--- src/rtl/frame_assembler.sv ---
// Frame assembler: shifts ROW_W-bit rows into a NUM_ROWS-row frame buffer and holds it until acknowledged.
// Optional macro FRAME_AUTO_RESTART_EN: an acknowledged frame immediately re-enters capture instead of idling.
module frame_assembler #(
  parameter int ROW_W    = 7,
  parameter int NUM_ROWS = 28
) (
  input  logic                             clk,
  input  logic                             reset,
  input  logic                             start,
  input  logic                             row_valid,
  input  logic [ROW_W-1:0]                 row_data,
  output logic                             row_ready,
  output logic [ROW_W*NUM_ROWS-1:0]        frame_data,
  output logic                             frame_valid,
  input  logic                             frame_ack,
  output logic [$clog2(NUM_ROWS+1)-1:0]    row_count,
  output logic [7:0]                       frame_count
);

  localparam int CNT_W = $clog2(NUM_ROWS + 1);
  localparam int FW    = ROW_W * NUM_ROWS;
  localparam logic [CNT_W-1:0] LAST_ROW = CNT_W'(NUM_ROWS - 1);

`ifdef FRAME_AUTO_RESTART_EN
  localparam logic AUTO_RESTART = 1'b1;
`else
  localparam logic AUTO_RESTART = 1'b0;
`endif

  typedef enum logic [1:0] {
    IDLE    = 2'd0,
    CAPTURE = 2'd1,
    HOLD    = 2'd2
  } state_t;

  state_t state, state_nxt;
  logic   clr_buf;
  logic   row_xfer;
  logic   frame_done;

  always_ff @(posedge clk or posedge reset) begin
    if (reset) state <= IDLE;
    else       state <= state_nxt;
  end

  // A start during capture wins over a same-cycle row, so the row is dropped.
  always_comb begin
    state_nxt  = state;
    clr_buf    = 1'b0;
    row_xfer   = 1'b0;
    frame_done = 1'b0;
    unique case (state)
      IDLE: begin
        if (start) begin
          state_nxt = CAPTURE;
          clr_buf   = 1'b1;
        end
      end
      CAPTURE: begin
        if (start) begin
          clr_buf = 1'b1;
        end else if (row_valid) begin
          row_xfer = 1'b1;
          if (row_count == LAST_ROW) begin
            frame_done = 1'b1;
            state_nxt  = HOLD;
          end
        end
      end
      HOLD: begin
        if (frame_ack) begin
          if (start || AUTO_RESTART) begin
            state_nxt = CAPTURE;
            clr_buf   = 1'b1;
          end else begin
            state_nxt = IDLE;
          end
        end
      end
      default: state_nxt = IDLE;
    endcase
  end

  assign row_ready   = (state == CAPTURE);
  assign frame_valid = (state == HOLD);

  // Newest row enters at the LSBs, so the first row of a frame ends in the MSBs.
  always_ff @(posedge clk or posedge reset) begin
    if (reset) begin
      frame_data <= '0;
      row_count  <= '0;
    end else if (clr_buf) begin
      frame_data <= '0;
      row_count  <= '0;
    end else if (row_xfer) begin
      frame_data <= {frame_data[FW-ROW_W-1:0], row_data};
      row_count  <= row_count + CNT_W'(1);
    end
  end

  always_ff @(posedge clk or posedge reset) begin
    if (reset)           frame_count <= 8'd0;
    else if (frame_done) frame_count <= frame_count + 8'd1;
  end

endmodule

--- config.mk ---
export PLATFORM = sky130hd
export DESIGN_NAME = frame_assembler
export DESIGN_NICKNAME = d
export VERILOG_FILES = /design/src/rtl/frame_assembler.sv
export SDC_FILE = /design/constraint.sdc
export NUM_CORES = 1
export LEC_CHECK = 0
export CORE_MARGIN = 5
export CORE_UTILIZATION = 50
export CTS_BUF_LIST = sky130_fd_sc_hd__clkbuf_2
export CTS_CLUSTER_DIAMETER = 40
export DETAILED_ROUTE_END_ITERATION = 8
export GPL_TIMING_DRIVEN = 0
export PLACE_DENSITY = 0.81
export SLEW_MARGIN = 20
export SYNTH_ARGS = -nofsm -noshare
export SYNTH_HDL_FRONTEND = slang
export SYNTH_SLANG_ARGS = --single-unit
--- constraint.sdc ---
create_clock -name clk -period 8.7 [get_ports clk]
set_input_delay 1.74 -clock clk [delete_from_list [all_inputs] [get_ports clk]]
set_output_delay 1.74 -clock clk [all_outputs]
set_load 0.05 [all_outputs]
==> out/qor.yml, run 1 <==
netlist_instances: 924
worstPathMaxFanout: 10
p_leak_uw: 0.00483
cp-startpoint: "state[0]"
viasPerCell: 5.20
tns_ps: 0
internal-power_uw: 1270
stdcell_count: 1463
yosys_warnings: 0
die_area_sq_um: 19600
core_sq_um: 16600
hold_buffers: 0
post_cts_buffers: 0
fin_crit_ps: 4080
skew_ps: 56.9
outcome: "finished clean"
gp_congestion: 0.818
synth_edf_count: 0
yosysSeqAreaShare_pct: 62.4
synth_flop_cell: "dfrtp_1"
ioPinCount: 223
cp_slowest_stage_delay_ps: 880
initial_utilization_pct: 51.0
cp-endpoint: "row_ready"
nFillCells: 1295
fmax_ghz: 0.245
synth_top_area_share_pct: 62.4
hold_ws_ps: 471
rsz0062_at_grt: "no"
ant_nets: 0
ff2ff_path_depth: 6
die_h_um: 140
synthToLayoutAreaGrowth_pct: 35.9
synth_top_area_cell: "dfrtp_1"
synth.top_cells.by_area: "dfrtp_1, nand2_1, a21oi_1"
layout-drive-gt1-share_pct: 11.3
synthesis.area_sq_um: 8460
worst_setup_path_end_kind: "output pin"
ctsRootBufferMaster: "clkbuf_2"
async_reset_ff_share_pct: 100
rrSetupSlack_ps: 6830
drt-initial-drc-count: 385
grt_pass1_vias: 7663
timing.rr.end: "frame_data[76]"
grt_pass1_wl_um: 38900
critPathKind: "register to output pin"
fin_util_pct: 69.3
pwr-share-comb_pct: 7.0
die_w_um: 140
cts_buffers: 51
syn_nets: 938
holdCritPathClass: "register to register"
final_cell_mix: "nand2_1, clkdlybuf4s50_1, dfrtp_1"
dp.cells: 1368
ctsResizeCount: 0
clkLatencyLatePin_ps: 780
clock_sinks: 211
dpl.hpwl_um: 16400
cp-start-kind: "register"
grt_max_degree: 87
grt_usage_pct: 23.9
worstPathRequired_ps: 6960
power.switching_uw: 489
setup_viol: 0
placementRows: 47
synth.distinct_cells: 26
finalMaxSlewViolations: 0
finalWirelength_um: 23400
worstPathArrival_ps: 2340
num_vias: 7607
clk_pin_slew_ps: 100
htreeDepth: 2
final_common_cell: "nand2_1"
maxSlewHeadroom_pct: 61.4
grt-ovfl-total: 0
period_share_pct: 46.9
cts.path.max_buffers: 3
wl_per_cell_um: 16.0
powerDensity_nw_per_um2: 153
crit_chain: "buf_2 > nor2b_1 > clkdlybuf4s50_1"
crit_slowest_cell: "clkdlybuf4s50_1"
grt_antenna_before_repair: 1
finalHoldViolCount: 0
switching_share_pct: 27.8
r2r_start: "state[0]"
port_buffers: 222
pwr-share-seq_pct: 56.0
first_pass_iters: 5
drc: 0
ys_ff_latch: 211
tightest_slew_ps: 577
synth_area_per_cell_sq_um: 9.16
clockPowerShare_pct: 37.0
nNetsFinal: 1215
max_cap_viol_count: 0
irDropWorstVdd_mv: 0.109
cts_tree: "yes"
sequential cells by signal, indices dropped and copies added (netlist names):
name and flops:
state 2, row_count 5, frame_count 8, frame_data 196
final cells by class:
| class | count | area (sq um) | share of cell area, % |
|---|---|---|---|
| diodes | 1 | 2.50 | 0.0218 |
| multi-input cells | 640 | 2820 | 24.6 |
| clock inverters | 20 | 104 | 0.903 |
| clock buffers | 74 | 370 | 3.22 |
| repair buffers | 224 | 2280 | 19.8 |
| flip-flops and latches | 211 | 5280 | 45.9 |
| well taps | 220 | 275 | 2.39 |
| inverters | 4 | 22.5 | 0.196 |
| plain buffers | 69 | 344 | 2.99 |
metal layers:
layer / global-route usage, % / vias to the layer above / part of all wire [%]
met5: 0 / - / 0
met4: 7.19 / 0 / 1.9
met3: 6.95 / 33 / 7.5
met2: 37.6 / 286 / 48
met1: 32.5 / 3709 / 42
li1: - / 3579 / -
worst min-delay path by stage:
stage                   start        endpoint  depth (start not counted)
3_3_place_gp   frame_count[7]  frame_count[7]                          1
3_5_place_dp   frame_count[7]  frame_count[7]                          1
5_1_grt        frame_count[7]  frame_count[7]                          1
2_1_floorplan        state[0]        state[1]                          2
4_1_cts        frame_count[7]  frame_count[7]                          1
6_report       frame_count[7]  frame_count[7]                          1
worst max-delay path: cells and delay by family (launching register included):
kind	cells	cell delay, ps
buf+inv	2	1060
flops	1	330
simple gates	1	180
power by group through the flow:
stage               Sequential (uW)  Combinational [uW]  Clock (uW)
finish                          987                 123         651
CTS                             987                 124         672
global route                    987                 137         724
floorplan                      1020                71.5           0
detailed placement             1010                 124           0
global placement               1010                 120           0
metrics by stage:
stage                     instance area (sq um)  setup slack (ps)  power (uW)
after global placement                    11000             -1450        1130
after floorplan                            8460              1190        1090
after CTS                                 11500              4550        1780
final                                     11500              4620        1760
after detailed placement                  11000              5180        1130
after global routing                      11500              4480        1850
logic make-up after synthesis:
family | Yosys count | share of synthesized area [%]
adder cells (fa/ha/maj) | 2 | 0.296
AO/OA/AOI/OAI | 207 | 12.3
multiplexers | 1 | 0.133
XOR/XNOR | 8 | 0.828
AND/OR/NAND/NOR | 422 | 19.8
flip-flops | 211 | 62.4
buffers and inverters | 73 | 4.24
cells in the mapped netlist (all sizes together) (2+ instances only):
cell type and instances:
dfrtp 211, nor2b 2, o21ai 5, a21oi 200, ha 2, xor2 6, nand2b 2, nor4 4
clkbuf 11, buf 58, nand3 5, or3 3, nand4b 2, nand4bb 2, nand2 396, nor3 2
xnor2 2, inv 4
Note: power is estimated with default switching activity, not from simulation.
==> inputs of run 2 (changes only) <==
==> constraint.sdc (replaced) <==
create_clock -name clk -period 4.2 [get_ports clk]
set_input_delay 0.84 -clock clk [delete_from_list [all_inputs] [get_ports clk]]
set_output_delay 0.84 -clock clk [all_outputs]
set_load 0.05 [all_outputs]
==> out/qor.yml, run 2 (same netlist as run 1, synthesis figures left out) <==
switching_share_pct: 27.6
cp_top_family: "buffers and inverters"
power.switching_uw: 987
htreeDepth: 2
final_common_cell: "nand2_1"
finish.instance_area_sq_um: 11500
die_w_um: 140
hold_buffers: 0
cts.path.max_buffers: 3
cts_tree: "yes"
pwr-share-seq_pct: 57.1
period_share_pct: 75.9
finalWirelength_um: 23500
grt-ovfl-total: 0
cp_slowest_stage_delay_ps: 870
outcome: "finished clean"
fin_crit_ps: 3190
final_cell_mix: "nand2_1, clkdlybuf4s50_1, dfrtp_1"
ant_nets: 0
clock_sinks: 211
worstPathRequired_ps: 3360
clkLatencyLatePin_ps: 790
dp.cells: 1372
internal-power_uw: 2590
regMostFlops: "frame_data"
drt-initial-drc-count: 338
initial_utilization_pct: 51.0
ioPinCount: 223
grt_antenna_before_repair: 1
worst_setup_path_end_kind: "output pin"
grt_max_degree: 35
skew_ps: 56.9
worstPathArrival_ps: 2350
multi_input_area_sq_um: 2820
clockPowerShare_pct: 35.6
grt_pass1_wl_um: 38900
worst-path-buf-inv: 2
layout-drive-gt1-share_pct: 12.0
p_leak_uw: 0.00484
port_buffers: 222
tightest_slew_ps: 586
ctsRootBufferMaster: "clkbuf_2"
max_cap_viol_count: 0
grt_pass1_vias: 7558
die_h_um: 140
finalMaxSlewViolations: 0
wl_per_cell_um: 16.1
nNetsFinal: 1220
reg.largest.list: "frame_data (196), frame_count (8), row_count (5)"
cp-start-kind: "register"
rsz0062_at_grt: "no"
num_vias: 7588
die_area_sq_um: 19600
drc: 0
placementRows: 47
viasPerCell: 5.19
finalHoldViolCount: 0
largest_register_ffs: 196
fmax_ghz: 0.314
clk_pin_slew_ps: 100
worstPathMaxFanout: 10
holdCritPathClass: "input pin to async pin"
cts_buffers: 52
first_pass_iters: 5
crit_chain: "buf_2 > nor2b_1 > clkdlybuf4s50_1"
gp_congestion: 0.818
area.sequential_sq_um: 5280
critPathKind: "register to output pin"
pwr-share-comb_pct: 7.3
irDropWorstVdd_mv: 0.173
synthToLayoutAreaGrowth_pct: 36.1
post_cts_buffers: 0
powerDensity_nw_per_um2: 311
nFillCells: 1316
crit_slowest_cell: "clkdlybuf4s50_1"
core_sq_um: 16600
maxSlewHeadroom_pct: 60.8
stdcell_count: 1462
setup_viol: 0
dpl_cell_area_sq_um: 11100
dpl.hpwl_um: 16700
ctsResizeCount: 0
grt_usage_pct: 24.0
run 2: per-layer routing:
layer | up-vias | share of wire (%) | global-route usage [%]
met5 | - | 0 | 0
met4 | 0 | 2.4 | 7.85
met3 | 43 | 6.7 | 6.31
met2 | 261 | 48 | 38.0
met1 | 3708 | 43 | 32.5
li1 | 3576 | - | -
run 2: power groups by stage:
stage                     combinational, uW  clock (uW)  sequential, uW
after floorplan                         148           0            2100
after CTS                               265        1320            2040
after global placement                  247           0            2080
after detailed placement                264           0            2080
after global routing                    292        1420            2050
final                                   262        1270            2040
run 2: cell type report:
cell class	instances	share of cell area (%)
clock inverter	6	0.206
multi-input combinational	640	24.5
antenna	5	0.109
buffer	69	2.99
inverter	4	0.163
tap	220	2.39
clock buffer	79	3.43
timing repair buffer	228	20.3
sequential	211	45.8
run 2: worst paths after layout:
path / start / end / slack [ps] / cells past startpoint
min: reset / frame_data[190] / 450 / 2
max: state[0] / row_ready / 1010 / 3
min reg2reg: frame_count[7] / frame_count[7] / 490 / 1
min in group clk: frame_count[7] / frame_count[7] / 490 / 1
max reg2reg: state[0] / frame_data[107] / 2290 / 6
max in group asynchronous: reset / frame_data[72] / 2490 / 6
run 2: metrics by stage:
stage	TNS, ps	hold WS (ps)	setup WS, ps	utilization, %	power, uW
after global routing	0	449	849	69.4	3760
final	0	453	1010	69.4	3580
after CTS	0	403	952	69.4	3620
after global placement	-203330	462	-984	66.1	2330
after detailed placement	0	468	1570	66.8	2350
after floorplan	0	570	618	-	2250
